## config.mk

```make
export PLATFORM = sky130hd
export DESIGN_NAME = cache_fill_arbiter
export DESIGN_NICKNAME = d
export VERILOG_FILES = /design/src/rtl/cache_fill_arbiter_pkg.sv /design/src/rtl/cache_fill_arbiter_fill_counter.sv /design/src/rtl/cache_fill_arbiter.sv
export SDC_FILE = /design/constraint.sdc
export NUM_CORES = 1
export LEC_CHECK = 0
export ABC_AREA = 1
export CORE_MARGIN = 2
export CORE_UTILIZATION = 42
export CTS_BUF_LIST = sky130_fd_sc_hd__clkbuf_2
export DETAILED_ROUTE_END_ITERATION = 16
export DONT_BUFFER_PORTS = 1
export GPL_TIMING_DRIVEN = 0
export PLACE_DENSITY = 0.65
export SLEW_MARGIN = 20
export SYNTH_ARGS = -nofsm -noshare
export SYNTH_HDL_FRONTEND = slang
export SYNTH_HIERARCHICAL = 1
export SYNTH_SLANG_ARGS = --single-unit
```

## constraint.sdc

```tcl
create_clock -name clk -period 3.5 [get_ports clk]
set_input_delay 0.35 -clock clk [delete_from_list [all_inputs] [get_ports clk]]
set_output_delay 0.35 -clock clk [all_outputs]
set_load 0.02 [all_outputs]
```

## src/rtl/cache_fill_arbiter_pkg.sv

```systemverilog
// Shared definitions for the cache fill arbiter: FSM encoding, block geometry
// defaults and the block word address helper.
package cache_fill_arbiter_pkg;

  typedef enum logic [1:0] {
    ST_IDLE = 2'd0,
    ST_FILL = 2'd1,
    ST_DONE = 2'd2
  } fill_state_e;

  localparam int          BLOCK_WORDS_DEF = 8;
  localparam int          MEM_LATENCY_DEF = 4;
  localparam int          CNT_W           = 3;
  localparam logic [15:0] BLOCK_MASK      = 16'hFFF0;

  // Byte address of 16-bit word idx inside the block at base (16-bit modulo).
  function automatic logic [15:0] word_addr(input logic [15:0]      base,
                                            input logic [CNT_W-1:0] idx);
    return base + {{(16 - CNT_W - 1){1'b0}}, idx, 1'b0};
  endfunction

endpackage

```

## src/rtl/cache_fill_arbiter_fill_counter.sv

```systemverilog
// Word counter for one fill pass: counts enabled cycles up to LAST, then sets
// a sticky terminal flag instead of wrapping.
module fill_counter
  import cache_fill_arbiter_pkg::*;
#(
  parameter int LAST = BLOCK_WORDS_DEF - 1
) (
  input  logic             clk,
  input  logic             rst,
  input  logic             clr_i,
  input  logic             en_i,
  output logic [CNT_W-1:0] cnt_o,
  output logic             term_o
);

  logic [CNT_W-1:0] cnt_q;
  logic             term_q;

  always_ff @(posedge clk) begin
    if (rst || clr_i) begin
      cnt_q  <= '0;
      term_q <= 1'b0;
    end else if (en_i && !term_q) begin
      if (cnt_q == CNT_W'(LAST)) begin
        term_q <= 1'b1;
      end else begin
        cnt_q <= cnt_q + CNT_W'(1);
      end
    end
  end

  assign cnt_o  = cnt_q;
  assign term_o = term_q;

endmodule

```

## src/rtl/cache_fill_arbiter.sv

```systemverilog
// Arbitrates I/D cache misses and write-through stores onto one memory port,
// streaming each returned block into the selected cache's fill port.
module cache_fill_arbiter
  import cache_fill_arbiter_pkg::*;
#(
  parameter int BLOCK_WORDS = BLOCK_WORDS_DEF,
  parameter int MEM_LATENCY = MEM_LATENCY_DEF
) (
  input  logic        clk,
  input  logic        rst,
  input  logic        i_miss,
  input  logic        d_miss,
  input  logic [15:0] i_miss_addr,
  input  logic [15:0] d_miss_addr,
  input  logic        d_store_req,
  input  logic [15:0] d_store_addr,
  input  logic [15:0] d_store_data,
  output logic        d_store_ack,
  output logic        mem_en,
  output logic        mem_wr,
  output logic [15:0] mem_addr,
  output logic [15:0] mem_data_in,
  input  logic        mem_data_valid,
  input  logic [15:0] mem_data_out,
  output logic        fill_sel,
  output logic        fill_wr_en,
  output logic [2:0]  fill_word,
  output logic [15:0] fill_data,
  output logic        fill_tag_wr,
  output logic        i_fill_done,
  output logic        d_fill_done
);

  localparam logic [CNT_W-1:0] LAST_WORD = CNT_W'(BLOCK_WORDS - 1);

  if (BLOCK_WORDS != (1 << CNT_W) || MEM_LATENCY < 1) begin : g_param_chk
    $error("cache_fill_arbiter: BLOCK_WORDS must be 8 and MEM_LATENCY >= 1");
  end

  fill_state_e      state_q;
  logic [15:0]      base_q;
  logic             sel_q;
  logic [CNT_W-1:0] issue_cnt;
  logic [CNT_W-1:0] recv_cnt;
  logic             issue_term;
  logic             recv_term;
  logic             in_idle;
  logic             in_fill;
  logic             in_done;
  logic             store_take;
  logic             issue_en;
  logic             recv_take;
  logic             recv_last;
  logic             cnt_clr;

  assign in_idle = (state_q == ST_IDLE);
  assign in_fill = (state_q == ST_FILL);
  assign in_done = (state_q == ST_DONE);

  // Everything below is gated by rst so a reset cycle drives all outputs low,
  // even while the state register still holds FILL.
  assign store_take = !rst && in_idle && d_store_req;
  assign issue_en   = !rst && in_fill && !issue_term;
  assign recv_take  = !rst && in_fill && mem_data_valid && !recv_term;
  assign recv_last  = (recv_cnt == LAST_WORD);
  assign cnt_clr    = !in_fill;

  fill_counter #(.LAST(BLOCK_WORDS - 1)) u_issue_cnt (
    .clk    (clk),
    .rst    (rst),
    .clr_i  (cnt_clr),
    .en_i   (issue_en),
    .cnt_o  (issue_cnt),
    .term_o (issue_term)
  );

  fill_counter #(.LAST(BLOCK_WORDS - 1)) u_recv_cnt (
    .clk    (clk),
    .rst    (rst),
    .clr_i  (cnt_clr),
    .en_i   (recv_take),
    .cnt_o  (recv_cnt),
    .term_o (recv_term)
  );

  // Stores win in IDLE without leaving it; a pending miss is granted once the
  // store requester goes quiet.
  always_ff @(posedge clk) begin
    if (rst) begin
      state_q <= ST_IDLE;
      base_q  <= '0;
      sel_q   <= 1'b0;
    end else begin
      unique case (state_q)
        ST_IDLE: begin
          if (!d_store_req) begin
            if (d_miss) begin
              base_q  <= d_miss_addr & BLOCK_MASK;
              sel_q   <= 1'b1;
              state_q <= ST_FILL;
            end else if (i_miss) begin
              base_q  <= i_miss_addr & BLOCK_MASK;
              sel_q   <= 1'b0;
              state_q <= ST_FILL;
            end
          end
        end
        ST_FILL: begin
          if (recv_take && recv_last) state_q <= ST_DONE;
        end
        ST_DONE: state_q <= ST_IDLE;
        default: state_q <= ST_IDLE;
      endcase
    end
  end

  assign d_store_ack = store_take;
  assign mem_en      = store_take || issue_en;
  assign mem_wr      = store_take;
  assign mem_addr    = store_take ? d_store_addr :
                       (issue_en ? word_addr(base_q, issue_cnt) : 16'h0000);
  assign mem_data_in = store_take ? d_store_data : 16'h0000;

  assign fill_sel    = sel_q && !rst;
  assign fill_wr_en  = recv_take;
  assign fill_word   = recv_take ? recv_cnt : '0;
  assign fill_data   = recv_take ? mem_data_out : 16'h0000;
  assign fill_tag_wr = recv_take && recv_last;

  assign i_fill_done = !rst && in_done && !sel_q;
  assign d_fill_done = !rst && in_done && sel_q;

endmodule

```

==> summary.txt <==
Floorplanning
  • Row count: 23
  • Die ar.: 4780 µm²
  • Die width: just under 70 µm
  • Io pins: approximately 150
  • Initial Utilization: between 40% and 50%
  • Placeable Area: 4030 µm²
  • Die span in y: roughly 69 µm

STA
  • Final setup TNS: 0 ps
  • Slew margin rel.: about 37%
  • Achievable Freq: 439 MHz
  • Hold slack: about 96 ps
  • Setup slack after layout: around 1200 ps
  • Tcrit/Tclk final: about two thirds
  • Slew Viols, Final: 0
  • RSZ-0062 raised after global routing: no
  • Worst Skew: about 12 ps
  • Final count of hold timing violations: 0
  • Min Tclk post-route: 2280 ps
  • Final setup viols: 0
  • Worst-Margin Slew: roughly 940 ps

Min path
  • Hold Path Cell Cnt: 1
  • HP Start: rst
  • Hold Crit Class: primary input to flop
  • Hold EP: state_q[0]

CTS
  • H-tree Lvls: 1
  • Hold Buf Count CTS: 0
  • Num CTS Buffers: 3
  • Root Driver: clkbuf_2
  • CTS sink count: 23
  • Post-CTS setup buffers: 0
  • Clock slew at reported path FFs: roughly 220 ps
  • Buffer levels on the longest clock path: 2
  • CTS resizes: 0
  • Later-pin clock latency in the skew report: around 340 ps
  • TritonCTS clock tree: done

Setup path
  • R2r startpoint: state_q[0]
  • Reg2reg end: u_issue_cnt/term_o
  • Worst EP arrival: roughly 1900 ps
  • Reg2Reg Setup Slack: between 2000 and 2500 ps
  • Reg2Reg Depth: 9
  • Max FO, Critical Path: 10
  • Critical Setup Path Class: flop to output port
  • Worst setup EP type: output port
  • Crit path launch type: flop
  • Req. time, crit path: between 3000 and 4000 ps

Detailed routing
  • DR DRC count: 0
  • TritonRoute pass-1 iters: 4
  • WL final: between 4 and 5 mm
  • DR vias/cell: ~4.6
  • Routed Antenna Nets: 0
  • Post-DR wirelength/cell: around 11 µm
  • DRT iter0 DRCs: between 80 and 90
  • Vias: 1764

Place
  • Post-DP HPWL: about 3.3 mm
  • Pre-CTS setup slack: ~1600 ps
  • Placed Area: between 1500 and 2000 µm²
  • RePlAce Congestion: 0.773
  • I/O Buffers: 0
  • Cell Count Post-Placement: 376

Yosys
  • Yosys cell types: 20
  • Top area cells in the synthesized netlist: dfxtp_1 26%, nand2_1 25%, nor2_1 15%
  • Flops & latches, synth: 23
  • Synth area leader: dfxtp_1
  • Syn_nets: between 400 and 500
  • Cell Area, Synth: between 1500 and 2000 µm²
  • Synth warnings: 6
  • Cells after Synth: around 330
  • Yosys top cell area share: about 26%
  • Syn Area/Cell: approximately 5.5 µm²
  • Register area share after synthesis: about a quarter

GRT
  • Largest net degree at the start of global routing: 17
  • Grt ovf: 0
  • Vias in the first global route: 1531
  • GRT Total Usage: 17.0%
  • Initial antenna violation count: 0
  • Global-route wire length before repair: between 6 and 7 mm

Layout
  • Cell area after layout: around 1900 µm²
  • Fin util: 46.3%
  • Layout cells sized above 1: 7.58%
  • Most common cell after layout, fill and taps aside: nand2_1
  • Post-route insts no fill: 380
  • Post-layout nets: roughly 420
  • ANT cells: 0
  • Commonest cells after routing, fill and taps aside: 117 x nand2_1, 72 x nor2_1, 64 x inv_1, 23 x dfxtp_1, 7 x nand3_1
  • Area Growth Syn to Fin: 4.63%
  • Fillers: ~460

Flow run
  • Max cap viols: 0

Pwr
  • Static Leak: around 1.1 nW
  • Peak supply drop: approximately 0.14 mV
  • Total Power: 567 µW
  • Pwr Density: 304 nW/µm²

Status
  • Outcome: completed
area by class of cell:
type / instances / area, µm² / share of cell area (%)
multi-input cells: 224 / 987 / 53.0
flip-flops and latches: 23 / 460 / 24.7
inverters: 68 / 255 / 13.7
plain buffers: 11 / 78.8 / 4.23
well taps: 50 / 62.6 / 3.36
clock buffers: 3 / 15.0 / 0.805
clock inverters: 1 / 5.00 / 0.268
power by group:
| group | total (mW) | leakage [nW] | internal (mW) | switching (mW) |
|---|---|---|---|---|
| sequential | 0.289 | 0.188 | 0.279 | 0.0102 |
| clock | 0.110 | 0.0164 | 0.0259 | 0.0839 |
| combinational | 0.168 | 0.906 | 0.0475 | 0.121 |
| total | 0.567 | 1.11 | 0.352 | 0.215 |
synth_stat cells (all sizes together):
cell,n
nor4,2
o21ai,5
nand2,118
nand4,1
buf,9
clkbuf,2
nor3,1
a21oi,6
nor2,78
inv,68
dfxtp,23
ha,4
nand3,9
worst max-delay path, cell delays in order, from the launching register on:
cell     delay (ps)
dfxtp_1         480
inv_2            80
nor2_4          110
nand2_4          80
nor2_4          280
inv_2           100
buf_6           150
nor2_1          300
flip-flops by register name, summed over array words and instances (netlist names):
| signal | count |
|---|---|
| state_q | 2 |
| base_q | 12 |
| u_recv_cnt/term_o | 1 |
| u_recv_cnt/cnt_o | 3 |
| u_issue_cnt/cnt_o | 3 |
| sel_q | 1 |
| u_issue_cnt/term_o | 1 |
worst max path at each step:
stage	startpoint	to	slack, ps	depth (start not counted)
6_report	state_q[0]	fill_word[2]	1220	7
5_1_grt	state_q[0]	fill_word[2]	1010	7
4_1_cts	state_q[0]	fill_data[6]	1180	7
3_5_place_dp	state_q[0]	fill_data[6]	1610	7
3_3_place_gp	state_q[0]	fill_data[0]	1620	7
2_1_floorplan	state_q[0]	fill_data[0]	1760	7
kinds of logic after synthesis:
group	share of synthesized area, %
buffers and inverters	18.7
adder cells (fa/ha/maj)	2.81
AO/OA/AOI/OAI	3.09
flip-flops	25.8
AND/OR/NAND/NOR	49.5
routing by layer:
metal	share of wire, %	track usage [%]
met5	0	0
met4	0.96	4.58
met3	9.8	4.97
met2	46	28.5
met1	43	21.2
Power figures use the tool's default switching activity.
